===== config.mk =====
export PLATFORM = sky130hd
export DESIGN_NAME = cue_decode
export DESIGN_NICKNAME = d
export VERILOG_FILES = /design/src/rtl/cue_decode.sv
export SDC_FILE = /design/constraint.sdc
export NUM_CORES = 2
export LEC_CHECK = 0
export CAP_MARGIN = 20
export CELL_PAD_IN_SITES_DETAIL_PLACEMENT = 1
export CELL_PAD_IN_SITES_GLOBAL_PLACEMENT = 2
export CORE_ASPECT_RATIO = 0.7
export CORE_MARGIN = 2
export CORE_UTILIZATION = 43
export DETAILED_ROUTE_END_ITERATION = 8
export MAX_ROUTING_LAYER = met4
export PLACE_DENSITY = 0.95
export SLEW_MARGIN = 25
export SYNTH_ARGS = -nofsm -noshare
export SYNTH_HDL_FRONTEND = slang
export SYNTH_SLANG_ARGS = --single-unit

===== constraint.sdc =====
create_clock -name clk -period 14.75 [get_ports clk]
set_input_delay 2.95 -clock clk [delete_from_list [all_inputs] [get_ports clk]]
set_output_delay 2.95 -clock clk [all_outputs]
set_load 0.005 [all_outputs]

===== src/rtl/cue_decode.sv =====
`default_nettype none
// ============================================================================
// Module   : cue_decode
// Brief    : Per-frame snapshot of three tracker zones, validated and reduced
//            to debounced front (smallest) / back (largest) box centres.
// Revision : 1.0 - initial release
// ============================================================================
module cue_decode #(
  parameter int MIN_SIZE    = 2,
  parameter int MISS_FRAMES = 3
) (
  input  logic        clk,
  input  logic        reset,
  input  logic [10:0] hcount,
  input  logic [10:0] vcount,
  input  logic [21:0] hor1,
  input  logic [21:0] vert1,
  input  logic [21:0] hor2,
  input  logic [21:0] vert2,
  input  logic [21:0] hor3,
  input  logic [21:0] vert3,
  output logic [10:0] front_x,
  output logic [10:0] front_y,
  output logic [10:0] back_x,
  output logic [10:0] back_y,
  output logic        cue_valid,
  output logic        cue_update,
  output logic [1:0]  zones_seen
);

  localparam int             c_MW        = (MISS_FRAMES < 2) ? 1 : $clog2(MISS_FRAMES + 1);
  localparam logic [c_MW-1:0] c_MISS_MAX = c_MW'(MISS_FRAMES);
  localparam logic [10:0]    c_MIN_SIZE  = 11'(MIN_SIZE);

  typedef enum logic [2:0] {
    S_IDLE  = 3'd0,
    S_VALID = 3'd1,
    S_AREA  = 3'd2,
    S_CMP1  = 3'd3,
    S_CMP2  = 3'd4,
    S_OUT   = 3'd5
  } state_t;

  state_t r_state;
  state_t w_state_nxt;

  logic [21:0] w_hor  [3];
  logic [21:0] w_vert [3];
  logic        w_strobe;

  logic [10:0] r_left  [3];
  logic [10:0] r_right [3];
  logic [10:0] r_top   [3];
  logic [10:0] r_bot   [3];

  logic [10:0] w_w    [3];
  logic [10:0] w_h    [3];
  logic [2:0]  w_ok;
  logic [21:0] w_area [3];

  logic [10:0] r_w [3];
  logic [10:0] r_h [3];
  logic [2:0]  r_ok;
  logic [21:0] r_amin [3];
  logic [21:0] r_amax [3];

  logic [1:0]  r_fidx;
  logic [1:0]  r_bidx;
  logic [21:0] r_fbest;
  logic [21:0] r_bbest;

  logic [1:0]      w_cnt;
  logic [c_MW-1:0] r_miss;
  logic [c_MW-1:0] w_miss_inc;

  logic [10:0] w_fx, w_fy, w_bx, w_by;
  logic [10:0] r_fx, r_fy, r_bx, r_by;
  logic        r_valid;
  logic        r_update;
  logic [1:0]  r_zones;

  function automatic logic [10:0] mid(input logic [10:0] a, input logic [10:0] b);
    return 11'(({1'b0, a} + {1'b0, b}) >> 1);
  endfunction

  assign w_hor[0]  = hor1;
  assign w_hor[1]  = hor2;
  assign w_hor[2]  = hor3;
  assign w_vert[0] = vert1;
  assign w_vert[1] = vert2;
  assign w_vert[2] = vert3;

  assign w_strobe = (hcount == 11'd0) && (vcount == 11'd0);

  // Differences wrap at 11 bits; the ordering terms reject the wrapped cases.
  for (genvar gi = 0; gi < 3; gi++) begin : g_zone
    assign w_w[gi]    = r_right[gi] - r_left[gi];
    assign w_h[gi]    = r_bot[gi] - r_top[gi];
    assign w_ok[gi]   = (r_right[gi] > r_left[gi]) && (r_bot[gi] > r_top[gi]) &&
                        (w_w[gi] >= c_MIN_SIZE) && (w_h[gi] >= c_MIN_SIZE);
    assign w_area[gi] = {11'd0, r_w[gi]} * {11'd0, r_h[gi]};
  end

  assign w_cnt      = {1'b0, r_ok[0]} + {1'b0, r_ok[1]} + {1'b0, r_ok[2]};
  assign w_miss_inc = (r_miss == c_MISS_MAX) ? r_miss : r_miss + 1'b1;

  assign w_fx = mid(r_left[r_fidx], r_right[r_fidx]);
  assign w_fy = mid(r_top[r_fidx],  r_bot[r_fidx]);
  assign w_bx = mid(r_left[r_bidx], r_right[r_bidx]);
  assign w_by = mid(r_top[r_bidx],  r_bot[r_bidx]);

  always_ff @(posedge clk) begin
    if (reset) begin
      r_state <= S_IDLE;
    end else begin
      r_state <= w_state_nxt;
    end
  end

  always_comb begin
    w_state_nxt = r_state;
    case (r_state)
      S_IDLE:  if (w_strobe) w_state_nxt = S_VALID;
      S_VALID: w_state_nxt = S_AREA;
      S_AREA:  w_state_nxt = S_CMP1;
      S_CMP1:  w_state_nxt = S_CMP2;
      S_CMP2:  w_state_nxt = S_OUT;
      S_OUT:   w_state_nxt = S_IDLE;
      default: w_state_nxt = S_IDLE;
    endcase
  end

  always_ff @(posedge clk) begin
    if (reset) begin
      for (int i = 0; i < 3; i++) begin
        r_left[i]  <= '0;
        r_right[i] <= '0;
        r_top[i]   <= '0;
        r_bot[i]   <= '0;
        r_w[i]     <= '0;
        r_h[i]     <= '0;
        r_amin[i]  <= '0;
        r_amax[i]  <= '0;
      end
      r_ok     <= '0;
      r_fidx   <= '0;
      r_bidx   <= '0;
      r_fbest  <= '0;
      r_bbest  <= '0;
      r_miss   <= '0;
      r_fx     <= '0;
      r_fy     <= '0;
      r_bx     <= '0;
      r_by     <= '0;
      r_valid  <= 1'b0;
      r_update <= 1'b0;
      r_zones  <= '0;
    end else begin
      r_update <= 1'b0;
      case (r_state)
        S_IDLE: begin
          if (w_strobe) begin
            for (int i = 0; i < 3; i++) begin
              r_left[i]  <= w_hor[i][21:11];
              r_right[i] <= w_hor[i][10:0];
              r_top[i]   <= w_vert[i][21:11];
              r_bot[i]   <= w_vert[i][10:0];
            end
          end
        end
        S_VALID: begin
          r_ok <= w_ok;
          for (int i = 0; i < 3; i++) begin
            r_w[i] <= w_w[i];
            r_h[i] <= w_h[i];
          end
        end
        S_AREA: begin
          // Invalid zones can never win either search: real areas are < 2^22-1.
          for (int i = 0; i < 3; i++) begin
            r_amin[i] <= r_ok[i] ? w_area[i] : '1;
            r_amax[i] <= r_ok[i] ? w_area[i] : '0;
          end
        end
        S_CMP1: begin
          if (r_amin[1] < r_amin[0]) begin
            r_fidx  <= 2'd1;
            r_fbest <= r_amin[1];
          end else begin
            r_fidx  <= 2'd0;
            r_fbest <= r_amin[0];
          end
          if (r_amax[1] >= r_amax[0]) begin
            r_bidx  <= 2'd1;
            r_bbest <= r_amax[1];
          end else begin
            r_bidx  <= 2'd0;
            r_bbest <= r_amax[0];
          end
        end
        S_CMP2: begin
          if (r_amin[2] < r_fbest) r_fidx <= 2'd2;
          if (r_amax[2] >= r_bbest) r_bidx <= 2'd2;
        end
        S_OUT: begin
          r_update <= 1'b1;
          r_zones  <= w_cnt;
          if (w_cnt >= 2'd2) begin
            r_fx    <= w_fx;
            r_fy    <= w_fy;
            r_bx    <= w_bx;
            r_by    <= w_by;
            r_miss  <= '0;
            r_valid <= 1'b1;
          end else begin
            r_miss <= w_miss_inc;
            if (w_miss_inc == c_MISS_MAX) r_valid <= 1'b0;
          end
        end
        default: ;
      endcase
    end
  end

  assign front_x    = r_fx;
  assign front_y    = r_fy;
  assign back_x     = r_bx;
  assign back_y     = r_by;
  assign cue_valid  = r_valid;
  assign cue_update = r_update;
  assign zones_seen = r_zones;

endmodule
`default_nettype wire

[Yosys cells after proc, flatten, opt, wreduce, memory -nomap -nowiden]
Memory sizes are Yosys's and may differ from the RTL's. A register that Yosys moved wholly into a read port is not among the register bits.
Index checks and enable logic that the tools add are counted.
Cells by class
  $add $sub $neg: 13
  $mul: 3
  magnitude comparators: 17
  eq/ne operators: 10
  mux-type cells: 73
  bitwise logic cells: 24
  reductions and logical operators: 19
Operator list (number)
  $mux 22: 14
  $mux 11: 18
  $ge 11x2->1 const B: 6
  $gt 11x11->1: 6
  $mul 11x11->22: 3
  $sub 11x11->11: 6
  $add 11x11->12: 4
  $ge 22x22->1: 2
  $lt 22x22->1: 2
  $mux 2: 20
  $or 1x1->1: 24
  $logic_not 11->1: 2
  $mux 1: 17
  $pmux 3 s5: 1
  $logic_and 1x1->1: 10
  $pmux 2 s2: 2
  $reduce_and 2->1: 4
  $eq 3x2->1 const B: 2
  $eq 3x3->1 const B: 2
  $ne 2x2->1 const B: 3
  $eq 2x2->1 const B: 2
  $reduce_bool 2->1: 2
  $eq 3x1->1 const B: 1
  $logic_not 3->1: 1
  5 further kinds: 5
Word-level totals
  bits in registers: 104
  memory bits (writable): 330
  input port bits: 156
  output and inout bits: 48
  logic and storage cells: 181
  memories: 8
Memories
  r_amax: depth 3, bits a word 22, rd ports 3, clocked after Yosys merged registers in 0, wr ports 3, RTL line 65  | logic [21:0] r_amax [3];
  r_amin: depth 3, bits a word 22, rd ports 3, clocked after Yosys merged registers in 0, wr ports 3, RTL line 64  | logic [21:0] r_amin [3];
  r_bot: depth 3, bits a word 11, rd ports 5, clocked after Yosys merged registers in 2, wr ports 3, RTL line 54  | logic [10:0] r_bot [3];
  r_h: depth 3, bits a word 11, rd ports 3, clocked after Yosys merged registers in 0, wr ports 3, RTL line 62  | logic [10:0] r_h [3];
  r_left: depth 3, bits a word 11, rd ports 5, clocked after Yosys merged registers in 2, wr ports 3, RTL line 51  | logic [10:0] r_left [3];
  r_right: depth 3, bits a word 11, rd ports 5, clocked after Yosys merged registers in 2, wr ports 3, RTL line 52  | logic [10:0] r_right [3];
  +2 memories

[Longest topological paths before layout]
  depth in word-level cells: 7
  depth in mapped cells: 22
  gate-level depth less buffers: 20

[Least setup slack after synthesis]
OpenSTA, ideal clock, no wires.
  kind: input to register
  start: input port hcount[4]
  end: memory r_bot[0][0], enable pin
  library setup time: 0.496 ns
  arrival: 6.675 ns
  data required time: 14.254 ns
  setup slack: 7.579 ns
  stages on the path: 4
  path buffers: 0
  path through: or4_1 nor4_1 nand3_1 nand2_1
RTL lines
  from (decl): RTL line 14  | input logic [10:0] hcount,
  to (decl): RTL line 54

==> flow_summary_export.csv <==
group,metric,value,unit
logic_synthesis,ys_ff_latch,438,
global_route,grt_usage,27.0,%
pwr,p_leak,17.7,nW
job,drv_cap,0,
critical_path,cp_slowest_cell,"a2111oi_1",
cts,numCtsBuffers,46,
logic_synthesis,synth_area_leaders,"edfxtp_1, fa_1, ha_1",
routing,via_per_inst,5.56,
logic_synthesis,synth-edff-count,330,
routing,routedWlPerCell,22.7,µm
pwr,power_switching,1.16,mW
cts,clk_pin_slew_worst_paths,0.07,ns
cts,cts_tree,"built",
pwr,p_comb_share,24.8,%
routing,drt-pass1-iter-count,5,
sta,slew_headroom,29.2,%
finish,area_growth,12.5,%
pwr,power.share.clock,35.6,%
routing,wl,117000,µm
logic_synthesis,async_flop_share,0,%
critical_path,critPathMaxFanout,11,
cts,cts_htree_levels,2,
sta,rsz0062_at_grt,"no",
floorplan,die_h,249,µm
floorplan,initial_core_util,43.5,%
logic_synthesis,ys_warn_count,0,
critical_path,cp.arrival,6.61,ns
sta,finClkSkew,0.0271,ns
cts,post_cts_buffers,0,
global_route,overflow,0,
logic_synthesis,syn_nets,4642,
floorplan,dieArea,87900,µm²
floorplan,fp.dieW,353,µm
finish,nets,4735,
placement,gp_congestion,0.946,
global_route,grt_pass1_vias,29800,
pwr,seqPwrFrac,39.6,%
placement,hpwl,90700,µm
logic_synthesis,ys.flop_type,"edfxtp_1",
cts,ctsResizeCount,0,
pwr,pwr_density_cell,86.0,nW/µm²
cts,max-clock-path-buffers,3,
logic_synthesis,yosysTopAreaCell,"edfxtp_1",
sta,tns,0,ns
logic_synthesis,synthesis.area,36800,µm²
cts,cts_sinks,438,
global_route,grt_pass1_wl,179000,µm
critical_path,endpoint_kind,"flip-flop",
status,status,"finished, final reports clean",
pwr,intPower,2.40,mW
sta,timing.fmax,0.159,GHz
critical_path,rr_worst_depth,17,
critical_path,slowest_delay,0.86,ns
cts,clock-root-buffer,"clkbuf_16",
routing,vias,28500,
pwr,p_sw_share,32.6,%
routing,drt_iter0_markers,2040,
sta,hold_viol_final,0,
floorplan,core,84500,µm²
cts,cts_hold_buffers,0,
sta,min_period_over_period,42.6,%
logic_synthesis,yosys.area.top_type_share,27.0,%
sta,tightest_slew,1.05,ns
critical_path,crit_type,"flip-flop to flip-flop",
logic_synthesis,synthCells,3863,
min_path,hold_class,"flip-flop to flip-flop",
floorplan,io_pins,204,
routing,ant_nets,0,
placement,portBuffers,203,
floorplan,num_rows,89,
min_path,whs_path_depth,2,
critical_path,startpoint_type,"flip-flop",
logic_synthesis,synth-seq-area-share,32.8,%
sta,final-max-slew-violation-count,0,
finish,drive_gt1_share,3.43,%
sta,min_period,6.29,ns
global_route,grt_max_degree,122,
global_route,antenna_found_initial,6,
critical_path,crit_path_frequent_cell,"fa_1",
pwr,max-vdd-ir-drop,0.0904,mV
logic_synthesis,synth_cell_type_count,78,
sta,finalSetupViolCount,0,
sta,holdWs,0.454,ns
logic_synthesis,postSynthAreaPerCell,9.52,µm²
cts,clk-insertion-delay-late,0.62,ns
critical_path,cp.required,15.07,ns
critical_path,crit_chain,"nand2_1 > fa_1 > fa_1 > fa_1 > inv_1 > fa_1 > inv_1 > fa_1 > inv_1 > ha_1 > o21ai_0 > a2111oi_1 > o31ai_1 > o311ai_1 > a21oi_1 > xnor2_1 > a21oi_1",
routing,drc_errors,0,
==> cells in the final DEF (no fill, tap or decap), drive strengths merged, types with 12 or more instances in the layout <==
cell           Yosys  final
dfxtp            108    108
o21ai            197    197
and3              21     21
a21oi            249    249
ha               372    372
nor3              51     51
clkdlybuf4s50      0    202
or3               14     14
nand2            353    353
o2111ai           13     13
buf               31     23
nand2b            24     24
nor2b             24     24
and2             336    336
fa               251    251
a21o              52     52
xor2              55     55
xnor2             54     54
edfxtp           330    330
nor2             197    197
mux2i            124    124
o31ai             12     12
inv              524    532
o21bai            15     15
nand4             23     23
o211ai            17     17
clkinv             0     13
a31oi             17     17
nand3             70     70
o21a              33     33
a21boi            12     12
clkbuf           149     58
a211oi            12     12
==> power groups by stage <==
stage | clock network [mW] | logic, mW | registers (mW)
finish | 1.27 | 0.881 | 1.41
global route | 1.33 | 0.973 | 1.41
CTS | 1.28 | 0.877 | 1.41
detailed placement | 0 | 0.865 | 1.44
global placement | 0 | 0.836 | 1.43
floorplan | 0 | 0.575 | 1.40
==> through the flow <==
stage                     cells  util, %  setup WS [ns]  area, µm²  power (mW)
after floorplan            3863        -           7.58      36800        1.97
after global placement     5045     47.0           7.99      39700        2.27
after detailed placement   5045     47.0           7.96      39700        2.30
after CTS                  5130     48.9           8.57      41400        3.56
after global routing       5131     48.9           8.23      41400        3.72
final                      5132     48.9           8.46      41400        3.56
==> path summary, 6_finish.rpt <==
check,start,end,slack [ns]
setup reg to reg,r_w[0][27],r_amin[0][65],8.46
setup / recovery,r_w[0][27],r_amin[0][65],8.46
hold / removal,front_x[4],front_x[4],0.45
hold reg to reg,front_x[4],front_x[4],0.45
==> critical path: cells and delay by family, from the launching register on <==
family | cells | cell delay [ns]
compound gates | 6 | 1.92
xor+xnor | 1 | 0.26
fa+ha+maj | 6 | 2.83
buf+inv | 3 | 0.14
flops | 1 | 0.70
simple gates | 1 | 0.14
==> final cells by class <==
type / count / area, µm²
Clock inverter: 27 / 294
Tap cell: 1137 / 1420
Clock buffer: 58 / 1330
Multi-Input combinational cell: 2721 / 22100
Antenna cell: 2 / 5.00
Fill cell: 9466 / 43200
Sequential cell: 438 / 12100
Inverter: 524 / 1970
Timing Repair Buffer: 225 / 2200
==> metal layers <==
layer  up-vias  global-route usage [%]  wire length (µm)
met5         -                       -                 0
met4         0                    7.02              3340
met3       167                    3.26              6540
met2       796                    42.4             53600
met1     14400                    37.2             53200
li1      13200                       -                 -
==> sequential cells by signal (all words and copies together), names as in the netlist, 2 cells and up, named ones only <==
name,cells
r_miss,2
r_bot,33
r_ok,3
front_y,11
r_state,3
r_bidx,2
r_h,33
r_top,33
r_left,33
r_bbest,22
front_x,11
r_fidx,2
back_y,11
r_amin,66
r_amax,66
zones_seen,2
r_w,33
r_fbest,22
back_x,11
r_right,33
==> cell families (layout without fill, tap and decap cells) <==
group,after synthesis,count (layout),share of synthesized area (%)
compound gates,691,691,11.4
xor+xnor,109,109,2.60
fa+ha+maj,623,623,26.3
buf+inv,704,834,7.28
flops,438,438,32.8
mux,124,124,3.38
other cells,0,2,0
simple gates,1174,1174,16.1
==> synthesized netlist by cell type (all sizes together), types with 33 or more instances <==
library cell and count:
inv 524, nor3 51, a21oi 249, o21ai 197, nand2 353, nand3 70, and2 336, xor2 55
ha 372, o21a 33, a21o 52, nor2 197, mux2i 124, fa 251, xnor2 54, edfxtp 330
dfxtp 108, clkbuf 149
No activity file was read; power rests on OpenSTA's default activity.
